==> src/rtl/mem_port_arbiter_if.sv <==
// Requester, memory and status signals of the fetch/data memory port arbiter.
// slave is the arbiter's view; master is the view of the surrounding pipeline and memory.
interface mem_port_arbiter_if #(
  parameter int AW = 32,
  parameter int DW = 32
);
  logic          if_req;
  logic [AW-1:0] if_addr;
  logic [DW-1:0] if_rdata;
  logic          if_valid;
  logic          if_stall;

  logic          d_req;
  logic          d_we;
  logic [1:0]    d_size;
  logic [AW-1:0] d_addr;
  logic [DW-1:0] d_wdata;
  logic [DW-1:0] d_rdata;
  logic          d_valid;
  logic          d_stall;

  logic          mem_req;
  logic          mem_we;
  logic [1:0]    mem_size;
  logic [AW-1:0] mem_addr;
  logic [DW-1:0] mem_wdata;
  logic          mem_ack;
  logic [DW-1:0] mem_rdata;

  logic          timeout_err;

  modport slave (
    input  if_req, if_addr, d_req, d_we, d_size, d_addr, d_wdata, mem_ack, mem_rdata,
    output if_rdata, if_valid, if_stall, d_rdata, d_valid, d_stall,
           mem_req, mem_we, mem_size, mem_addr, mem_wdata, timeout_err
  );

  modport master (
    output if_req, if_addr, d_req, d_we, d_size, d_addr, d_wdata, mem_ack, mem_rdata,
    input  if_rdata, if_valid, if_stall, d_rdata, d_valid, d_stall,
           mem_req, mem_we, mem_size, mem_addr, mem_wdata, timeout_err
  );
endinterface

==> src/rtl/mem_port_arbiter.sv <==
// Shares one single-ported memory between instruction fetch and the data stage,
// one transaction at a time, data-first with a bounded fetch starvation window.
module mem_port_arbiter #(
  parameter int AW         = 32,
  parameter int DW         = 32,
  parameter int STARVE_MAX = 4,
  parameter int TIMEOUT    = 64
) (
  input logic               clk,
  input logic               reset,
  mem_port_arbiter_if.slave bus
);

  typedef enum logic [1:0] {IDLE, BUSY_IF, BUSY_D} state_t;

  localparam logic [3:0] STARVE_LIM = 4'(STARVE_MAX);
  localparam logic [7:0] TO_LIM     = 8'(TIMEOUT);

  state_t        state_q, state_d;
  logic [3:0]    starve_q;
  logic [7:0]    tcnt_q;
  logic          grant_if, grant_d, finish, abort;
  logic [AW-1:0] addr_sel;
  logic [DW-1:0] wdata_sel;
  logic          we_sel;
  logic [1:0]    size_sel;

  always_ff @(posedge clk) begin
    if (reset) state_q <= IDLE;
    else       state_q <= state_d;
  end

  always_comb begin
    state_d  = state_q;
    grant_if = 1'b0;
    grant_d  = 1'b0;
    finish   = 1'b0;
    abort    = 1'b0;
    unique case (state_q)
      IDLE: begin
        // While a valid pulse is out, the finishing requester's req is stale, so no grant is made.
        if (!(bus.if_valid || bus.d_valid)) begin
          if (bus.d_req && !(bus.if_req && starve_q == STARVE_LIM)) grant_d  = 1'b1;
          else if (bus.if_req)                                      grant_if = 1'b1;
        end
        if (grant_d)       state_d = BUSY_D;
        else if (grant_if) state_d = BUSY_IF;
      end
      BUSY_IF, BUSY_D: begin
        finish = bus.mem_ack;
        abort  = !bus.mem_ack && (tcnt_q + 8'd1 == TO_LIM);
        if (finish || abort) state_d = IDLE;
      end
      default: state_d = IDLE;
    endcase
  end

  always_comb begin
    bus.if_stall = bus.if_req && !bus.if_valid;
    bus.d_stall  = bus.d_req && !bus.d_valid;
    if (grant_d) begin
      addr_sel  = bus.d_addr;
      wdata_sel = bus.d_wdata;
      we_sel    = bus.d_we;
      size_sel  = bus.d_size;
    end else begin
      addr_sel  = bus.if_addr;
      wdata_sel = bus.mem_wdata;
      we_sel    = 1'b0;
      size_sel  = 2'b10;
    end
  end

  always_ff @(posedge clk) begin
    if (reset) begin
      bus.mem_req     <= 1'b0;
      bus.mem_we      <= 1'b0;
      bus.mem_size    <= '0;
      bus.mem_addr    <= '0;
      bus.mem_wdata   <= '0;
      bus.if_valid    <= 1'b0;
      bus.d_valid     <= 1'b0;
      bus.if_rdata    <= '0;
      bus.d_rdata     <= '0;
      bus.timeout_err <= 1'b0;
      starve_q        <= '0;
      tcnt_q          <= '0;
    end else begin
      bus.mem_req <= grant_if || grant_d;
      if (grant_if || grant_d) begin
        bus.mem_addr  <= addr_sel;
        bus.mem_we    <= we_sel;
        bus.mem_size  <= size_sel;
        bus.mem_wdata <= wdata_sel;
      end

      bus.if_valid <= (state_q == BUSY_IF) && (finish || abort);
      bus.d_valid  <= (state_q == BUSY_D)  && (finish || abort);

      if (state_q == BUSY_IF && finish)     bus.if_rdata <= bus.mem_rdata;
      else if (state_q == BUSY_IF && abort) bus.if_rdata <= '0;
      if (state_q == BUSY_D && finish)      bus.d_rdata  <= bus.mem_rdata;
      else if (state_q == BUSY_D && abort)  bus.d_rdata  <= '0;

      if (abort) bus.timeout_err <= 1'b1;

      tcnt_q <= (state_q != IDLE && !(finish || abort)) ? tcnt_q + 8'd1 : '0;

      if (grant_if) begin
        starve_q <= '0;
      end else if (grant_d && bus.if_req) begin
        if (starve_q < STARVE_LIM) starve_q <= starve_q + 4'd1;
      end else if (state_q == IDLE && !bus.if_req) begin
        starve_q <= '0;
      end
    end
  end

endmodule

==> src/flat_wrapper.sv <==
// flat-port wrapper written by rule: the top's interface ports become plain ports
module mem_port_arbiter_flat 
#(
  parameter int AW         = 32,
  parameter int DW         = 32,
  parameter int STARVE_MAX = 4,
  parameter int TIMEOUT    = 64
)
  (clk, reset, bus_if_req, bus_if_addr, bus_d_req, bus_d_we, bus_d_size, bus_d_addr, bus_d_wdata, bus_mem_ack, bus_mem_rdata, bus_if_rdata, bus_if_valid, bus_if_stall, bus_d_rdata, bus_d_valid, bus_d_stall, bus_mem_req, bus_mem_we, bus_mem_size, bus_mem_addr, bus_mem_wdata, bus_timeout_err);
  mem_port_arbiter_if #(.AW(AW), .DW(DW)) bus_i ();
  input logic clk;
  input logic reset;
  input wire logic [$bits(bus_i.if_req)-1:0] bus_if_req;
  input wire logic [$bits(bus_i.if_addr)-1:0] bus_if_addr;
  input wire logic [$bits(bus_i.d_req)-1:0] bus_d_req;
  input wire logic [$bits(bus_i.d_we)-1:0] bus_d_we;
  input wire logic [$bits(bus_i.d_size)-1:0] bus_d_size;
  input wire logic [$bits(bus_i.d_addr)-1:0] bus_d_addr;
  input wire logic [$bits(bus_i.d_wdata)-1:0] bus_d_wdata;
  input wire logic [$bits(bus_i.mem_ack)-1:0] bus_mem_ack;
  input wire logic [$bits(bus_i.mem_rdata)-1:0] bus_mem_rdata;
  output wire logic [$bits(bus_i.if_rdata)-1:0] bus_if_rdata;
  output wire logic [$bits(bus_i.if_valid)-1:0] bus_if_valid;
  output wire logic [$bits(bus_i.if_stall)-1:0] bus_if_stall;
  output wire logic [$bits(bus_i.d_rdata)-1:0] bus_d_rdata;
  output wire logic [$bits(bus_i.d_valid)-1:0] bus_d_valid;
  output wire logic [$bits(bus_i.d_stall)-1:0] bus_d_stall;
  output wire logic [$bits(bus_i.mem_req)-1:0] bus_mem_req;
  output wire logic [$bits(bus_i.mem_we)-1:0] bus_mem_we;
  output wire logic [$bits(bus_i.mem_size)-1:0] bus_mem_size;
  output wire logic [$bits(bus_i.mem_addr)-1:0] bus_mem_addr;
  output wire logic [$bits(bus_i.mem_wdata)-1:0] bus_mem_wdata;
  output wire logic [$bits(bus_i.timeout_err)-1:0] bus_timeout_err;
  assign bus_i.if_req = bus_if_req;
  assign bus_i.if_addr = bus_if_addr;
  assign bus_i.d_req = bus_d_req;
  assign bus_i.d_we = bus_d_we;
  assign bus_i.d_size = bus_d_size;
  assign bus_i.d_addr = bus_d_addr;
  assign bus_i.d_wdata = bus_d_wdata;
  assign bus_i.mem_ack = bus_mem_ack;
  assign bus_i.mem_rdata = bus_mem_rdata;
  assign bus_if_rdata = bus_i.if_rdata;
  assign bus_if_valid = bus_i.if_valid;
  assign bus_if_stall = bus_i.if_stall;
  assign bus_d_rdata = bus_i.d_rdata;
  assign bus_d_valid = bus_i.d_valid;
  assign bus_d_stall = bus_i.d_stall;
  assign bus_mem_req = bus_i.mem_req;
  assign bus_mem_we = bus_i.mem_we;
  assign bus_mem_size = bus_i.mem_size;
  assign bus_mem_addr = bus_i.mem_addr;
  assign bus_mem_wdata = bus_i.mem_wdata;
  assign bus_timeout_err = bus_i.timeout_err;
  mem_port_arbiter #(.AW(AW), .DW(DW), .STARVE_MAX(STARVE_MAX), .TIMEOUT(TIMEOUT)) u_core (.clk(clk), .reset(reset), .bus(bus_i));
endmodule
==> config.mk <==
export PLATFORM = sky130hd
export DESIGN_NAME = mem_port_arbiter_flat
export DESIGN_NICKNAME = d
export VERILOG_FILES = /design/src/rtl/mem_port_arbiter_if.sv /design/src/rtl/mem_port_arbiter.sv /design/src/flat_wrapper.sv
export SDC_FILE = /design/constraint.sdc
export NUM_CORES = 1
export LEC_CHECK = 0
export ABC_CLOCK_PERIOD_IN_PS = 5200
export CAP_MARGIN = 20
export CORE_ASPECT_RATIO = 1.1
export CORE_MARGIN = 1.5
export CORE_UTILIZATION = 44
export CTS_BUF_LIST = sky130_fd_sc_hd__clkbuf_2 sky130_fd_sc_hd__clkbuf_4 sky130_fd_sc_hd__clkbuf_8
export DETAILED_ROUTE_END_ITERATION = 7
export GPL_TIMING_DRIVEN = 0
export PLACE_DENSITY = 0.91
export SLEW_MARGIN = 20
export SYNTH_ARGS = -nofsm -noshare
export SYNTH_HDL_FRONTEND = slang
export SYNTH_SLANG_ARGS = --single-unit
export TNS_END_PERCENT = 1
==> constraint.sdc <==
create_clock -name clk -period 5.2 [get_ports clk]
set_input_delay 1.04 -clock clk [delete_from_list [all_inputs] [get_ports clk]]
set_output_delay 1.04 -clock clk [all_outputs]
set_load 0.05 [all_outputs]
==> results of run 1 <==
registers in the layout, indices dropped and copies added (netlist names), 2 cells and up:
name / count
u_core.tcnt_q: 8
u_core.bus.mem_addr: 32
u_core.state_q: 2
u_core.bus.mem_wdata: 32
u_core.starve_q: 4
u_core.bus.d_rdata: 32
u_core.bus.mem_size: 2
u_core.bus.if_rdata: 32
cell families after synthesis:
family	count (synthesis)	share of synthesized area
xor+xnor	8	0.0109
flops	149	0.463
buf+inv	110	0.0679
simple gates	245	0.162
fa+ha+maj	6	0.0116
compound gates	265	0.285
synth_stat cells (all sizes together), types with 2 or more instances:
cell type / number
nor2b: 12
dfxtp: 149
nand3: 6
o41ai: 22
nand2: 138
clkbuf: 58
xor2: 4
nand4: 3
a31oi: 22
nor3: 25
nor2: 51
xnor2: 4
buf: 19
o311ai: 11
a21oi: 86
inv: 33
o211ai: 34
a311oi: 32
a21boi: 2
and4: 2
a211oi: 9
or2: 2
o21ai: 6
ha: 6
a22oi: 34
worst reg2reg max path: stages (launching register included):
cell,delay [ns]
dfxtp_1,0.38
inv_1,0.06
ha_1,0.20
nand4b_1,0.12
nand2_1,0.13
nor2_1,0.35
clkbuf_1,0.43
clkbuf_1,0.39
nand2_1,0.12
a21oi_1,0.15
area by class of cell:
class / instances / area [um^2]
sequential: 149 / 2980
timing repair buffer: 269 / 2690
buffer: 77 / 314
tap: 192 / 240
fill: 1141 / 4540
clock inverter: 9 / 173
inverter: 33 / 124
multi-input combinational: 524 / 3030
clock buffer: 23 / 298
path summary, 6_finish.rpt:
check / start / to / slack (ns)
max reg2reg: u_core.starve_q[0] / u_core.bus.mem_wdata[29] / 2.81
max: bus_d_req / bus_d_stall / 1.41
min reg2reg: u_core.bus.mem_wdata[27] / u_core.bus.mem_wdata[27] / 0.45
min: u_core.bus.mem_wdata[27] / u_core.bus.mem_wdata[27] / 0.45
layer usage:
layer	track usage	up-vias	wire, um
li1	-	3414	-
met1	0.332	3422	9030
met2	0.477	367	11200
met3	0.0599	90	1410
met4	0.162	0	1100
met5	0	-	0
power breakdown:
part	internal (W)	total (W)	switching, W
logic	0.000368	0.00105	0.000681
clock network	0.000624	0.00105	0.000429
registers	0.00124	0.00130	0.0000596
through the flow:
step	setup slack (ns)	area [um^2]	util	total power (W)
2_1_floorplan	2.15	6450	-	0.00196
3_3_place_gp	1.41	9380	0.652	0.00235
3_5_place_dp	1.40	9380	0.652	0.00237
4_1_cts	1.38	9850	0.685	0.00341
5_1_grt	1.33	9850	0.685	0.00353
6_report	1.41	9850	0.685	0.00340
==> metrics.csv, run 1 <==
stage;metric;value;unit
status;outcome;finished, final reports clean;
placement;place_congestion;0.836;
drt;drtIter0Drc;523;
sta;timing.hold.ws;0.454;ns
logic_synthesis;yosys_most_used_dff;dfxtp_1;
sta;max_freq;0.264;GHz
logic_synthesis;yosys-top-cells-area;dfxtp_1, nand2_1, a21oi_1;
worst_setup_path;crit_chain;clkdlybuf4s50_1, nor2b_1, clkdlybuf4s50_1;
worst_setup_path;worstRegToRegCells;9;
logic_synthesis;postSynthCellCount;783;
run;drv_cap;0;
worst_setup_path;crit_path_start_kind;primary input;
floorplanning;num_io_pins;273;
logic_synthesis;ys_ff_latch;149;
floorplanning;design.die.area;15400;um^2
clock_tree;insertion_delay;0.46;ns
placement;io_buffers;269;
sta;finalSetupViolCount;0;
drt;num_vias;7293;
clock_tree;cts_resized;0;
clock_tree;clock_sinks;149;
logic_synthesis;syn_area;6450;um^2
worst_setup_path;slowest_delay;0.87;ns
logic_synthesis;syn_nets;925;
logic_synthesis;yosysTopAreaCellShare;0.463;
layout;layout_commonest_cell;clkdlybuf4s50_1;
grt;grt_first_pass_wirelength;34700;um
drt;drt_first_pass_iters;5;
sta;fin_skew;0.0162;ns
logic_synthesis;yosysTopAreaCell;dfxtp_1;
drt;drt-vias-per-instance;5.72;
worst_setup_path;worstSetupPathType;primary input to primary output;
drt;drc;0;
grt;grt.overflow.total;0;
clock_tree;clkTransAtPathRegs;0.07;ns
floorplanning;fp-row-count;46;
worst_setup_path;crit_buf_inv;2;
clock_tree;post-cts-setup-buffer-count;0;
clock_tree;cts_tree;done;
logic_synthesis;synth_edf_count;0;
logic_synthesis;ys_seq_area_frac;0.463;
logic_synthesis;synthDistinctLibCells;46;
worst_setup_path;worst-path-max-fanout;5;
worst_setup_path;cp_data_required_time;4.16;ns
sta;fin_crit_sh;0.730;
clock_tree;cts.path.max_buffers;2;
placement;dp.cells;1244;
worst_setup_path;critPathSlowestCell;clkdlybuf4s50_1;
clock_tree;root_buffer;clkbuf_8;
min_path;hp-class;flop to flop;
grt;grtUsageTotal;0.281;
worst_setup_path;crit_path_frequent_cell;clkdlybuf4s50_1;
drt;antenna_left;0;
sta;rsz0062_at_grt;false;
drt;routed_wl;22700;um
sta;fin_tns_setup;0;ns
worst_setup_path;path_depth;3;
grt;grt_max_degree;17;
layout;drive_gt1_frac;0.0452;
worst_setup_path;cp-end-kind;primary output;
power_and_ir_drop;peakVddDrop;0.272;mV
logic_synthesis;yosysWarningCount;0;
sta;hold_viol_final;0;
clock_tree;hold_buffers;0;
power_and_ir_drop;p_per_area;346;nW/um^2
clock_tree;cts_max_level;4;
floorplanning;initial_core_util;0.448;
sta;worstMarginPinSlew;0.646;ns
layout;diodes;0;
drt;wl_per_cell;17.8;um
floorplanning;fp.coreArea;14400;um^2
clock_tree;numCtsBuffers;17;
worst_setup_path;crit_family;buffers and inverters;
sta;final_max_slew_viol_count;0;
power_and_ir_drop;p_leak;3.41;nW
min_path;hold_depth;2;
layout;final_cells;1276;
layout;layout_common_cells;clkdlybuf4s50_1, dfxtp_1, nand2_1;
logic_synthesis;syn_area_per_cell;8.23;um^2
layout;fin_nets;1213;
floorplanning;die_h;130;um
sta;max_slew_margin;0.569;
logic_synthesis;synthArstFlopShare;0;
placement;dpl.hpwl;16900;um
worst_setup_path;critical_path_arrival;2.75;ns
grt;first_global_vias;6884;
layout;syn_to_final_growth;52.8;%
sta;fin_crit;3.79;ns
grt;antenna_found_initial;0;
floorplanning;die_x;118;um
(Power assumes the default switching activity.)
==> run 2, diff against run 1 <==
--- a/config.mk
+++ b/config.mk
@@ -5,7 +5,7 @@
 export SDC_FILE = /design/constraint.sdc
 export NUM_CORES = 1
 export LEC_CHECK = 0
-export ABC_CLOCK_PERIOD_IN_PS = 5200
+export ABC_CLOCK_PERIOD_IN_PS = 3600
 export CAP_MARGIN = 20
 export CORE_ASPECT_RATIO = 1.1
 export CORE_MARGIN = 1.5
==> constraint.sdc (replaced) <==
create_clock -name clk -period 3.6 [get_ports clk]
set_input_delay 0.72 -clock clk [delete_from_list [all_inputs] [get_ports clk]]
set_output_delay 0.72 -clock clk [all_outputs]
set_load 0.05 [all_outputs]
==> run 2 against run 1 <==
- via count about the same
- worst setup slack got worse by 0.96 ns
- clock power increased by 45%
- worst hold slack about the same
- largest cell class unchanged
==> metrics.csv, run 2 (synthesized netlist as in run 1, its figures left out) <==
stage;metric;value;unit;change
sta;hold_viol_final;0;;unchanged
sta;max_slew_margin;0.570;;was 0.569
worst_setup_path;reg2reg_setup_slack;1.22;ns;was 2.81 ns
placement;dp.cells;1244;;unchanged
drt;routed_wl;22700;um;about the same
grt;grt.overflow.total;0;;unchanged
min_path;worstHoldStart;u_core.bus.mem_wdata[27];;unchanged
grt;grt_first_pass_wirelength;34700;um;about the same
floorplanning;initial_core_util;0.448;;unchanged
power_and_ir_drop;p_per_area;499;nW/um^2;was 346 nW/um^2
worst_setup_path;worstSetupPathType;primary input to primary output;;unchanged
worst_setup_path;crit_path_frequent_cell;clkdlybuf4s50_1;;unchanged
power_and_ir_drop;p_leak;3.41;nW;unchanged
min_path;hold_depth;2;;unchanged
worst_setup_path;worstRegToRegCells;9;;unchanged
floorplanning;fp.coreArea;14400;um^2;unchanged
clock_tree;clock_sinks;149;;unchanged
grt;grtUsageTotal;0.281;;about the same
worst_setup_path;crit_chain;clkdlybuf4s50_1, nor2b_1, clkdlybuf4s50_1;;unchanged
min_path;hold_end;u_core.bus.mem_wdata[27];;unchanged
drt;drc;0;;unchanged
placement;post_dp_cell_area;9380;um^2;unchanged
worst_setup_path;critical_path_arrival;2.44;ns;was 2.75 ns
sta;worstMarginPinSlew;0.645;ns;was 0.646 ns
sta;fin_crit;3.16;ns;
placement;dpl.hpwl;16900;um;unchanged
sta;fin_crit_sh;0.876;;
grt;antenna_found_initial;0;;unchanged
worst_setup_path;r2r-end;u_core.bus.mem_wdata[29];;unchanged
floorplanning;fp-row-count;46;;unchanged
floorplanning;die_x;118;um;unchanged
sta;layout_setup_ws;0.445;ns;was 1.41 ns
sta;rsz0062_at_grt;false;;unchanged
clock_tree;cts_tree;done;;unchanged
worst_setup_path;slowest_delay;0.87;ns;about the same
status;outcome;finished, final reports clean;;unchanged
power_and_ir_drop;sequentialPowerShare;0.383;;about the same
drt;drt-vias-per-instance;5.72;;about the same
power_and_ir_drop;power_frac_comb;0.308;;about the same
clock_tree;clkTransAtPathRegs;0.07;ns;about the same
drt;drt_first_pass_iters;7;;was 5
worst_setup_path;cp-end-kind;primary output;;unchanged
floorplanning;num_io_pins;273;;unchanged
worst_setup_path;worst-path-max-fanout;5;;unchanged
clock_tree;numCtsBuffers;17;;unchanged
layout;syn_to_final_growth;52.8;%;unchanged
run;drv_cap;0;;unchanged
layout;layout_commonest_cell;clkdlybuf4s50_1;;unchanged
min_path;hp-class;flop to flop;;unchanged
layout;final_cells;1276;;unchanged
floorplanning;die_h;130;um;unchanged
drt;wl_per_cell;17.8;um;about the same
power_and_ir_drop;p_switching;0.00169;W;was 0.00117 W
sta;fin_tns_setup;0;ns;unchanged
worst_setup_path;cp_data_required_time;2.88;ns;was 4.16 ns
drt;antenna_left;0;;unchanged
grt;grt_max_degree;17;;unchanged
power_and_ir_drop;power.internal;0.00323;W;was 0.00224 W
drt;num_vias;7297;;was 7293
floorplanning;design.die.area;15400;um^2;unchanged
sta;final_max_slew_viol_count;0;;unchanged
clock_tree;cts_resized;0;;unchanged
power_and_ir_drop;peakVddDrop;0.392;mV;was 0.272 mV
drt;drtIter0Drc;543;;was 523
placement;io_buffers;269;;unchanged
clock_tree;hold_buffers;0;;unchanged
clock_tree;cts_max_level;4;;unchanged
sta;finalSetupViolCount;0;;unchanged
sta;max_freq;0.317;GHz;
worst_setup_path;critPathSlowestCell;clkdlybuf4s50_1;;unchanged
placement;post-place-ws;0.440;ns;was 1.40 ns
layout;final_cell_area;9850;um^2;unchanged
layout;drive_gt1_frac;0.0452;;unchanged
power_and_ir_drop;sw_frac_of_total;0.343;;was 0.344
grt;first_global_vias;6884;;unchanged
placement;place_congestion;0.836;;unchanged
worst_setup_path;crit_path_start_kind;primary input;;unchanged
layout;diodes;0;;unchanged
clock_tree;insertion_delay;0.46;ns;about the same
layout;fin_nets;1213;;unchanged
clock_tree;cts.path.max_buffers;2;;unchanged
sta;fin_skew;0.0147;ns;was 0.0162 ns
clock_tree;post-cts-setup-buffer-count;0;;unchanged
worst_setup_path;r2r-start;u_core.starve_q[0];;unchanged
clock_tree;root_buffer;clkbuf_8;;unchanged
power_and_ir_drop;clockPowerShare;0.309;;about the same
layout;layout_common_cells;clkdlybuf4s50_1, dfxtp_1, nand2_1;;unchanged
-- run 2: cell counts in the layout (fill, tap and decap cells not counted) --
Identical to the previous run, type by type.
-- run 2: worst max-delay path, delay by kind of cell --
family | cells | cell delay [ns]
AND/OR/NAND/NOR | 1 | 0.28
buffers and inverters | 2 | 1.44
-- run 2: power groups by stage --
stage	clock network, W	logic, W	registers, W
6_report	0.00152	0.00152	0.00188
5_1_grt	0.00160	0.00160	0.00190
4_1_cts	0.00154	0.00151	0.00188
3_5_place_dp	0	0.00150	0.00192
3_3_place_gp	0	0.00148	0.00191
2_1_floorplan	0	0.000435	0.00240
-- run 2: worst max-delay path by stage --
stage          startpoint           end  cells past startpoint
6_report        bus_d_req   bus_d_stall                      3
3_5_place_dp    bus_d_req   bus_d_stall                      3
4_1_cts         bus_d_req   bus_d_stall                      3
2_1_floorplan  bus_if_req  bus_if_stall                      2
3_3_place_gp    bus_d_req   bus_d_stall                      3
5_1_grt         bus_d_req   bus_d_stall                      3
-- run 2: area by class of cell --
class / count / area [um^2]
plain buffers: 77 / 314
clock buffers: 23 / 298
clock inverters: 9 / 173
fillers: 1141 / 4540
inverters: 33 / 124
multi-input cells: 524 / 3030
flip-flops and latches: 149 / 2980
well taps: 192 / 240
repair buffers: 269 / 2690
-- run 2: metal layers --
| layer | wire length [um] | global-route usage | share of wire |
|---|---|---|---|
| met5 | 0 | 0 | 0 |
| met4 | 1100 | 0.162 | 0.049 |
| met3 | 1330 | 0.0603 | 0.059 |
| met2 | 11200 | 0.477 | 0.50 |
| met1 | 9020 | 0.332 | 0.40 |
-- run 2: stage by stage --
step / hold WS, ns / util / power [W]
6_report: 0.454 / 0.685 / 0.00492
5_1_grt: 0.471 / 0.685 / 0.00510
4_1_cts: 0.456 / 0.685 / 0.00493
3_5_place_dp: 0.446 / 0.652 / 0.00342
3_3_place_gp: 0.430 / 0.652 / 0.00339
2_1_floorplan: 0.417 / - / 0.00283
